$ cat src/rtl/fetch_pkg.sv
// fetch_pkg: shared definitions for the instruction fetch sequencer.
//   fetch_state_e : sequencer FSM states
//   INST_BYTES    : bytes per instruction word
//   PC_INC        : pc step after an accepted instruction
//   pc_legal()    : aligned and in-range check for a fetch PC
package fetch_pkg;

    typedef enum logic [1:0] {
        ISSUE = 2'd0,
        DRAIN = 2'd1,
        HOLD  = 2'd2,
        FAULT = 2'd3
    } fetch_state_e;

    localparam int INST_BYTES = 4;
    localparam int PC_INC     = 4;

    // A fetch PC is legal when word aligned and the whole word lies inside
    // the ROM. A pc that wrapped past 2^ADDR_W lands far above the ROM, so
    // the range test also catches wrap.
    function automatic logic pc_legal(input logic [63:0] pc, input int mem_bytes);
        return (pc[1:0] == 2'b00) && (pc <= (64'(mem_bytes) - 64'(INST_BYTES)));
    endfunction

endpackage

$ cat src/rtl/fetch_sequencer_if.sv
// fetch_sequencer_if: ROM read port, EX redirect, IF/ID handshake and fault.
//   master : the fetch sequencer side
//   slave  : ROM / EX / IF/ID side (testbench)
interface fetch_sequencer_if #(
    parameter int ADDR_W = 64
);
    logic              mem_rd;
    logic [ADDR_W-1:0] mem_addr;
    logic [7:0]        mem_rdata;
    logic              redirect_valid;
    logic [ADDR_W-1:0] redirect_pc;
    logic              inst_valid;
    logic              inst_ready;
    logic [31:0]       inst_data;
    logic [ADDR_W-1:0] inst_pc;
    logic              fault;

    modport master (
        output mem_rd, mem_addr, inst_valid, inst_data, inst_pc, fault,
        input  mem_rdata, redirect_valid, redirect_pc, inst_ready
    );

    modport slave (
        input  mem_rd, mem_addr, inst_valid, inst_data, inst_pc, fault,
        output mem_rdata, redirect_valid, redirect_pc, inst_ready
    );
endinterface

$ cat src/rtl/inst_byte_assembler.sv
// inst_byte_assembler: 4-byte little-endian instruction buffer.
//   clk, reset_n : clock, async active-low reset
//   clr          : discard all buffered bytes
//   cap_en       : capture cap_byte into byte cap_idx this cycle
//   cap_idx      : byte lane being captured
//   cap_byte     : byte returned by the ROM
//   word         : {b3,b2,b1,b0}, with the byte being captured this cycle
//                  already merged in so the last byte needs no extra cycle
module inst_byte_assembler
    import fetch_pkg::*;
(
    input  logic        clk,
    input  logic        reset_n,
    input  logic        clr,
    input  logic        cap_en,
    input  logic [1:0]  cap_idx,
    input  logic [7:0]  cap_byte,
    output logic [31:0] word
);
    logic [INST_BYTES-1:0][7:0] bytes_q;
    logic [INST_BYTES-1:0][7:0] bytes_c;

    always_ff @(posedge clk or negedge reset_n) begin
        if (!reset_n) begin
            bytes_q <= '0;
        end else if (clr) begin
            bytes_q <= '0;
        end else begin
            for (int i = 0; i < INST_BYTES; i++) begin
                if (cap_en && (cap_idx == 2'(i))) bytes_q[i] <= cap_byte;
            end
        end
    end

    // Bypass so the final byte can be latched in the same cycle it arrives.
    always_comb begin
        bytes_c = bytes_q;
        if (cap_en && !clr) bytes_c[cap_idx] = cap_byte;
    end

    assign word = bytes_c;
endmodule

$ cat src/rtl/fetch_sequencer.sv
// fetch_sequencer: issues four byte reads per instruction to a byte-wide
// synchronous ROM, assembles the little-endian word and hands it to IF/ID.
//   clk, reset_n : clock, async active-low reset
//   bus          : fetch_sequencer_if.master
//     mem_rd/mem_addr/mem_rdata      ROM read port (data one cycle after rd)
//     redirect_valid/redirect_pc     taken branch from EX (highest priority)
//     inst_valid/inst_ready          IF/ID handshake for inst_data/inst_pc
//     fault                          misaligned or out-of-range fetch
module fetch_sequencer
    import fetch_pkg::*;
#(
    parameter int                ADDR_W    = 64,
    parameter int                MEM_BYTES = 208,
    parameter logic [ADDR_W-1:0] RESET_PC  = '0
) (
    input  logic               clk,
    input  logic               reset_n,
    fetch_sequencer_if.master  bus
);
    fetch_state_e      state, state_nxt;
    logic [ADDR_W-1:0] pc;
    logic [1:0]        cnt;
    logic              cap_en;
    logic [1:0]        cap_idx;
    logic [31:0]       asm_word;
    logic [31:0]       inst_data_q;
    logic [ADDR_W-1:0] inst_pc_q;
    logic              pc_ok;
    logic              issue;
    logic              inst_valid_c;
    logic              fault_c;
    logic              redirect;
    logic              handshake;

    assign redirect  = bus.redirect_valid;
    assign handshake = inst_valid_c & bus.inst_ready;
    assign pc_ok     = pc_legal(64'(pc), MEM_BYTES);

    // State register
    always_ff @(posedge clk or negedge reset_n) begin
        if (!reset_n) state <= ISSUE;
        else          state <= state_nxt;
    end

    // Next state; a redirect overrides every other transition.
    always_comb begin
        state_nxt = state;
        case (state)
            ISSUE: begin
                if (cnt == 2'd0 && !pc_ok) state_nxt = FAULT;
                else if (cnt == 2'd3)      state_nxt = DRAIN;
            end
            DRAIN:   state_nxt = HOLD;
            HOLD:    if (handshake) state_nxt = ISSUE;
            FAULT:   state_nxt = FAULT;
            default: state_nxt = ISSUE;
        endcase
        if (redirect) state_nxt = ISSUE;
    end

    // Outputs. Only the entry cycle (cnt=0) needs the legality check; later
    // issue cycles are reached only from a legal entry.
    always_comb begin
        issue        = 1'b0;
        inst_valid_c = 1'b0;
        fault_c      = 1'b0;
        case (state)
            ISSUE:   issue        = (cnt != 2'd0) || pc_ok;
            HOLD:    inst_valid_c = 1'b1;
            FAULT:   fault_c      = 1'b1;
            default: ;
        endcase
    end

    // The reset state is ISSUE at a legal pc, so the read strobe is gated
    // by reset_n to keep the ROM port quiet while reset is held.
    assign bus.mem_rd     = issue & reset_n;
    assign bus.mem_addr   = (issue & reset_n) ? (pc + ADDR_W'(cnt)) : '0;
    assign bus.inst_valid = inst_valid_c;
    assign bus.inst_data  = inst_data_q;
    assign bus.inst_pc    = inst_pc_q;
    assign bus.fault      = fault_c;

    // pc, issue counter, capture tracking and the presented word.
    always_ff @(posedge clk or negedge reset_n) begin
        if (!reset_n) begin
            pc          <= RESET_PC;
            cnt         <= 2'd0;
            cap_en      <= 1'b0;
            cap_idx     <= 2'd0;
            inst_data_q <= '0;
            inst_pc_q   <= '0;
        end else begin
            // The read issued in a redirect cycle returns into the new
            // fetch's first cycle; it must not land in the buffer.
            cap_en  <= issue & ~redirect;
            cap_idx <= cnt;
            if (redirect) begin
                pc  <= bus.redirect_pc;
                cnt <= 2'd0;
            end else begin
                if (issue)     cnt <= cnt + 2'd1;
                if (handshake) pc  <= pc + ADDR_W'(PC_INC);
                if (state == DRAIN) begin
                    inst_data_q <= asm_word;
                    inst_pc_q   <= pc;
                end
            end
        end
    end

    inst_byte_assembler u_asm (
        .clk      (clk),
        .reset_n  (reset_n),
        .clr      (redirect),
        .cap_en   (cap_en),
        .cap_idx  (cap_idx),
        .cap_byte (bus.mem_rdata),
        .word     (asm_word)
    );
endmodule

$ cat src/flat_wrapper.sv
// flat-port wrapper written by rule: the top's interface ports become plain ports
module fetch_sequencer_flat import fetch_pkg::*;
#(
    parameter int                ADDR_W    = 64,
    parameter int                MEM_BYTES = 208,
    parameter logic [ADDR_W-1:0] RESET_PC  = '0
)
  (clk, reset_n, bus_mem_rd, bus_mem_addr, bus_inst_valid, bus_inst_data, bus_inst_pc, bus_fault, bus_mem_rdata, bus_redirect_valid, bus_redirect_pc, bus_inst_ready);
  fetch_sequencer_if #(.ADDR_W(ADDR_W)) bus_i ();
  input  logic clk;
  input  logic reset_n;
  output wire logic [$bits(bus_i.mem_rd)-1:0] bus_mem_rd;
  output wire logic [$bits(bus_i.mem_addr)-1:0] bus_mem_addr;
  output wire logic [$bits(bus_i.inst_valid)-1:0] bus_inst_valid;
  output wire logic [$bits(bus_i.inst_data)-1:0] bus_inst_data;
  output wire logic [$bits(bus_i.inst_pc)-1:0] bus_inst_pc;
  output wire logic [$bits(bus_i.fault)-1:0] bus_fault;
  input wire logic [$bits(bus_i.mem_rdata)-1:0] bus_mem_rdata;
  input wire logic [$bits(bus_i.redirect_valid)-1:0] bus_redirect_valid;
  input wire logic [$bits(bus_i.redirect_pc)-1:0] bus_redirect_pc;
  input wire logic [$bits(bus_i.inst_ready)-1:0] bus_inst_ready;
  assign bus_mem_rd = bus_i.mem_rd;
  assign bus_mem_addr = bus_i.mem_addr;
  assign bus_inst_valid = bus_i.inst_valid;
  assign bus_inst_data = bus_i.inst_data;
  assign bus_inst_pc = bus_i.inst_pc;
  assign bus_fault = bus_i.fault;
  assign bus_i.mem_rdata = bus_mem_rdata;
  assign bus_i.redirect_valid = bus_redirect_valid;
  assign bus_i.redirect_pc = bus_redirect_pc;
  assign bus_i.inst_ready = bus_inst_ready;
  fetch_sequencer #(.ADDR_W(ADDR_W), .MEM_BYTES(MEM_BYTES), .RESET_PC(RESET_PC)) u_core (.clk(clk), .reset_n(reset_n), .bus(bus_i));
endmodule
$ cat config.mk
export PLATFORM = sky130hd
export DESIGN_NAME = fetch_sequencer_flat
export DESIGN_NICKNAME = d
export VERILOG_FILES = /design/src/rtl/fetch_pkg.sv /design/src/rtl/fetch_sequencer_if.sv /design/src/rtl/inst_byte_assembler.sv /design/src/rtl/fetch_sequencer.sv /design/src/flat_wrapper.sv
export SDC_FILE = /design/constraint.sdc
export NUM_CORES = 1
export LEC_CHECK = 0
export ABC_AREA = 1
export BUFFER_PORTS_ARGS = -buffer_cell sky130_fd_sc_hd__buf_2
export CAP_MARGIN = 20
export CORE_MARGIN = 1
export CORE_UTILIZATION = 43
export CTS_BUF_LIST = sky130_fd_sc_hd__clkbuf_16
export CTS_CLUSTER_SIZE = 16
export DETAILED_ROUTE_END_ITERATION = 10
export PLACE_DENSITY = 0.66
export SYNTH_ARGS = -nofsm -noshare
export SYNTH_HDL_FRONTEND = slang
export SYNTH_SLANG_ARGS = --single-unit
$ cat constraint.sdc
create_clock -name clk -period 2.25 [get_ports clk]
set_input_delay 0.3375 -clock clk [delete_from_list [all_inputs] [get_ports clk]]
set_output_delay 0.3375 -clock clk [all_outputs]
set_load 0.01 [all_outputs]
Word level (Yosys, flattened, before mapping)
Cells that the tools add are included. Widths: inputs -> output; s select.

Add/subtract/negate cells: 3. Magnitude comparators: 3. Eq/ne operators: 9. Mux-type cells: 22. Bitwise logic cells: 4. Reductions and logical operators: 24.

Operator list (count): $mux 64 (3); $add 64x2->64 (1); $add 64x3->64 const B (1); $le 64x8->1 const B (1); $mux 32 (2); $mux 8 (5); $bwmux 32 (1); $demux 8 s2 (1); $reduce_bool 2->1 (7); $mux 2 (6); $eq 2x2->1 const B (5); $logic_and 1x1->1 (8); $logic_not 2->1 (4); $pmux 2 s4 (1); $eq 2x1->1 const B (2); $ne 4x2->1 const B (1); $reduce_and 2->1 (2); $and 1x1->1 (3); $lt 2x3->1 const B (1); $mux 1 (3); $ne 3x2->1 const B (1); $add 2x1->2 const B (1); $ge 2x1->1 const B (1); $logic_not 1->1 (2); other kinds (2) (2).

Flip-flop bits (word level): 199. Input port bits: 76. Logic and storage cells: 76.

Longest topological paths before layout
Depth after elaboration: 7. Gate-level depth with buffers: 13.

Cells and area by module
A second synthesis with hierarchy kept.

Cell total of the unflattened synthesis: 1569. Area, all modules: 11997.8 µm².

Modules (own cells, without submodules): fetch_sequencer (instances 1, cells an instance 1337, area each 10219.8 µm², seq. area each 4179.0 µm²); inst_byte_assembler (instances 1, cells an instance 232, area each 1778.0 µm², seq. area each 800.8 µm²).

Worst setup path after synthesis
No wires, ideal clock.

Kind: register to output. Start: register u_core.cnt[0]. End: output bus_mem_addr[60]. Arrival: 1.898 ns. Path slack: 0.015 ns. Cell stages (with the launch flop): 12. Cells stage by stage: dfrtp_1 > ha_1 > fa_1 > nand2_1 > nor2_2 > inv_1 > nor2_2 > nand2_1 > inv_1 > nand3_2 > o21ai_0 > a21oi_1.

Longest elaborated chain between the ends: 5.

Ends and longest elaborated chain: start: declaration (line fetch_sequencer.sv:22) `logic [1:0] cnt;`; start signal: assignment (line fetch_sequencer.sv:102) `if (issue) cnt <= cnt + 2'd1;`; parallel branches: the longest is 4 deep, another holds $add 64x2->64; $mux 64 * (line fetch_sequencer.sv:78) `assign bus.mem_addr = (issue & reset_n) ? (pc + ADDR_W'(cnt)) : '0;`; end: declaration (line flat_wrapper.sv:13) `output wire logic [$bits(bus_i.mem_addr)-1:0] bus_mem_addr;`.

Mark *: on every way between the ends.

Worst setup path in the final report
Start: register u_core.cnt[1]. End: output bus_mem_addr[54].

The elaborated chain is that of the path after synthesis.

==> reports/metrics.cfg <==
[critical_path]
slowest_stage = dfrtp_2
start_kind = flip-flop
cp_cell_sequence = buf_6 -> fa_2 -> nand2_2 -> nor2_4 -> buf_4 -> buf_6 -> nand2_8 -> nor2_4 -> xor2_2 -> nor2_4 -> buf_6
criticalPathCategory = flip-flop to primary output
arrival_ns = 2.46
critPathMaxStageDelay_ns = 0.45
required_ns = 1.91
crit_fanout = 3
end_kind = primary output

[sta]
relSlewSlack_pct = 55.3
fin_tns_setup_ns = -30.21
period_share_pct = 124
finalSetupViolCount = 65
timing.fmax_mhz = 358
slew_viol_final = 0
worst_clock_skew_ns = 0.0171
layout_min_cycle_time_ns = 2.80
rsz0062_at_grt = yes
setup_ws_ns = -0.546
hold_viol = 0
worstMarginPinSlew_ns = 0.670
fin_hold_ws_ns = 0.0987

[die]
coreArea_um2 = 26800
rows = 60
pin_count = 239
die_x_um = 167
die_h_um = 167
start_util_pct = 43.7
dieArea_um2 = 27900

[routing]
via_count = 13448
drt_wl_total_um = 50500
drc = 0
wire_per_inst_um = 20.4
drtIter0Drc = 1303
drt-vias-per-instance = 5.44
antenna_left = 0
drtPass1Iterations = 6

[power_and_ir_drop]
p_sw_share_pct = 40.1
power_frac_clock_pct = 22.6
seq_power_share_pct = 37.8
p_sw_uw = 5720
peakVddDrop_mv = 0.478
intPower_uw = 8530
combPwrFrac_pct = 39.6
total_leakage_power_uw = 0.00856
power.density_nw_per_um2 = 786

[grt]
antenna_found_initial = 0
grt_pass1_vias = 12393
grt_pass1_wl_um = 71800
grt.total_usage_pct = 34.2
globalRoute.totalOverflow = 0
grt_max_degree = 133

[logic_synthesis]
synth.mux.area_fraction_pct = 0
synth_top_family_by_area = simple AND/OR/NAND/NOR gates
ys_warn_count = 0
ys_types = 38
synthAdderAreaFrac_pct = 1.24
ys_ff_latch = 199
ys_seq_area_share_pct = 42.5
synth_xor_xnor_area_share_pct = 6.28
yosysTopAreaCell = dfrtp_1
syn_area_per_cell_um2 = 7.22
synth_fp_nets = 1709
synth_top_area_share_pct = 42.5
synth-compound-area-share_pct = 10.6
synthTopCellsByArea = dfrtp_1 43%, nand2_1 14%, nor2_1 8.1%, xor2_1 6.2%, o21ai_0 5.5%
synthSimpleGateAreaFrac_pct = 32.0
syn_inst = 1622
syn_area_um2 = 11700

[placement]
placed_area_um2 = 14900
place.gp.congestion = 1.03
placed_cells = 2374
numPortBuffers = 238
pre_cts_slack_ns = -0.237
dp_hpwl_um = 36600

[run_status]
status = complete, but fails checks
violations = negative setup slack

[clocking]
cts_buffers = 17
clock_sinks = 199
cts.clk_slew.worst_paths_ns = 0.09
tritoncts = built
clock_latency_ns = 0.46
root_buffer = clkbuf_16
htreeDepth = 4
clock_path_buffers = 2

[cells_and_area]
final_cells = 2472
drive_gt1_share_pct = 42.1
stdcell_area_um2 = 18100
syn_to_final_growth_pct = 54.8
finalNetCount = 2205
n_fill_cell = 2142

[run]
max_cap_viol_count = 0

[worst_hold_path]
min_path_type = primary input to flip-flop

metrics by stage:
step / util, % / total power (uW)
finish: 67.6 / 14300
global route: 67.6 / 15000
CTS: 60.3 / 13700
detailed placement: 55.7 / 10400
global placement: 55.7 / 10300
floorplan: - / 7820
power groups by stage:
| stage | registers (uW) | logic, uW | clock network (uW) |
|---|---|---|---|
| after floorplan | 5730 | 2090 | 0 |
| after global placement | 5360 | 4930 | 0 |
| after detailed placement | 5390 | 4990 | 0 |
| after CTS | 5350 | 5140 | 3220 |
| after global routing | 5500 | 6120 | 3360 |
| final | 5390 | 5640 | 3220 |
repair_timing:
| item | in CTS | in global routing |
|---|---|---|
| pin swaps | 36 | 95 |
| cloned | 0 | 7 |
| buffers inserted | 21 | 38 |
| hold buffers | 2 | 0 |
| endpoints found under the setup margin | 65 | 68 |
| endpoints found under the hold margin | 23 | 0 |
| gates resized for setup | 131 | 353 |
layout by cell type, fill, tap and decap left out, drive strengths merged:
cell type    count
dfrtp          199
o311ai           3
o21ai          135
xnor2            1
nand3          113
fa               1
dlygate4sd3      2
and2             1
o22ai            2
a21oi           27
clkinvlp         3
o21bai          14
o211ai          10
nand4           15
inv            145
nand3b           2
nor2           281
a32oi            1
clkbuf          23
buf            539
o221ai           4
a31oi           26
nor3b            1
ha              10
nand2          442
diode            1
o31ai            1
xor2            83
bufinv           1
nor3            38
clkinv           7
path summary, 6_finish.rpt:
kind,end,slack (ns),start,cells after the start
worst max register to register,u_core.pc[32]$_DFFE_PN0N_,0.01,u_core.pc[2]$_DFFE_PN0N_,14
max in group asynchronous,u_core.pc[12]$_DFFE_PN0N_,0.81,reset_n,4
min in group asynchronous,u_core.pc[7]$_DFFE_PN0N_,0.56,reset_n,3
worst min register to register,u_core.bus.inst_pc[31]$_DFFE_PN0P_,0.49,u_core.bus.inst_pc[31]$_DFFE_PN0P_,2
worst max-delay path,bus_mem_addr[54],-0.55,u_core.cnt[1]$_DFFE_PN0P_,11
worst min-delay path,u_core.pc[17]$_DFFE_PN0N_,0.1,bus_redirect_pc[17],3
Yosys cell counts (all sizes together):
library cell  instances
a32oi                 1
nand2               442
nand4                15
and2                  1
o31ai                 1
dfrtp               199
a21oi                27
nor3b                 1
nand3               113
a31oi                26
nor3                 38
inv                 142
xor2                 83
o21ai               135
ha                   10
clkbuf               40
o211ai               10
o22ai                 2
o311ai                3
nand3b                2
fa                    1
nor2                281
o221ai                4
o21bai               14
xnor2                 1
buf                  30
registers in the layout, indices dropped and copies added (netlist names):
name	count
u_core.pc	64
u_core.cap_idx	2
u_core.u_asm.bytes_q	32
u_core.bus.inst_pc	64
u_core.cap_en	1
u_core.bus.inst_data	32
u_core.state	2
u_core.cnt	2
critical path: cells and delay by family, from the launching register on:
kind                     cells  cell delay (ns)
buffers and inverters        4             0.50
adder cells (fa/ha/maj)      1             0.42
flip-flops                   1             0.45
XOR/XNOR                     1             0.18
AND/OR/NAND/NOR              5             0.43
routing by layer:
layer | GRT usage, % | part of all wire, % | up-vias
met1 | 45.9 | 41 | 6495
met5 | 0 | 0 | -
met3 | 4.56 | 7.0 | 137
li1 | - | - | 6153
met4 | 16.1 | 4.5 | 0
met2 | 54.6 | 47 | 663
layout make-up:
cell class | count | area [um^2] | area share, %
Clock inverter | 14 | 160 | 0.884
Tap cell | 341 | 427 | 2.35
Antenna cell | 1 | 2.50 | 0.0138
Sequential cell | 199 | 5010 | 27.6
Clock buffer | 17 | 425 | 2.35
Inverter | 142 | 559 | 3.09
Multi-Input combinational cell | 1211 | 7430 | 41.0
Timing Repair Buffer | 547 | 4120 | 22.7
cells by family after synthesis:
logic type                 after synthesis
and+or+nand+nor                        893
AOI/OAI and AO/OA                      223
buffers and inverters                  212
adders and majority gates               11
DFF                                    199
xor gates and xnor gates                84
No activity file was read; power rests on OpenSTA's default activity.
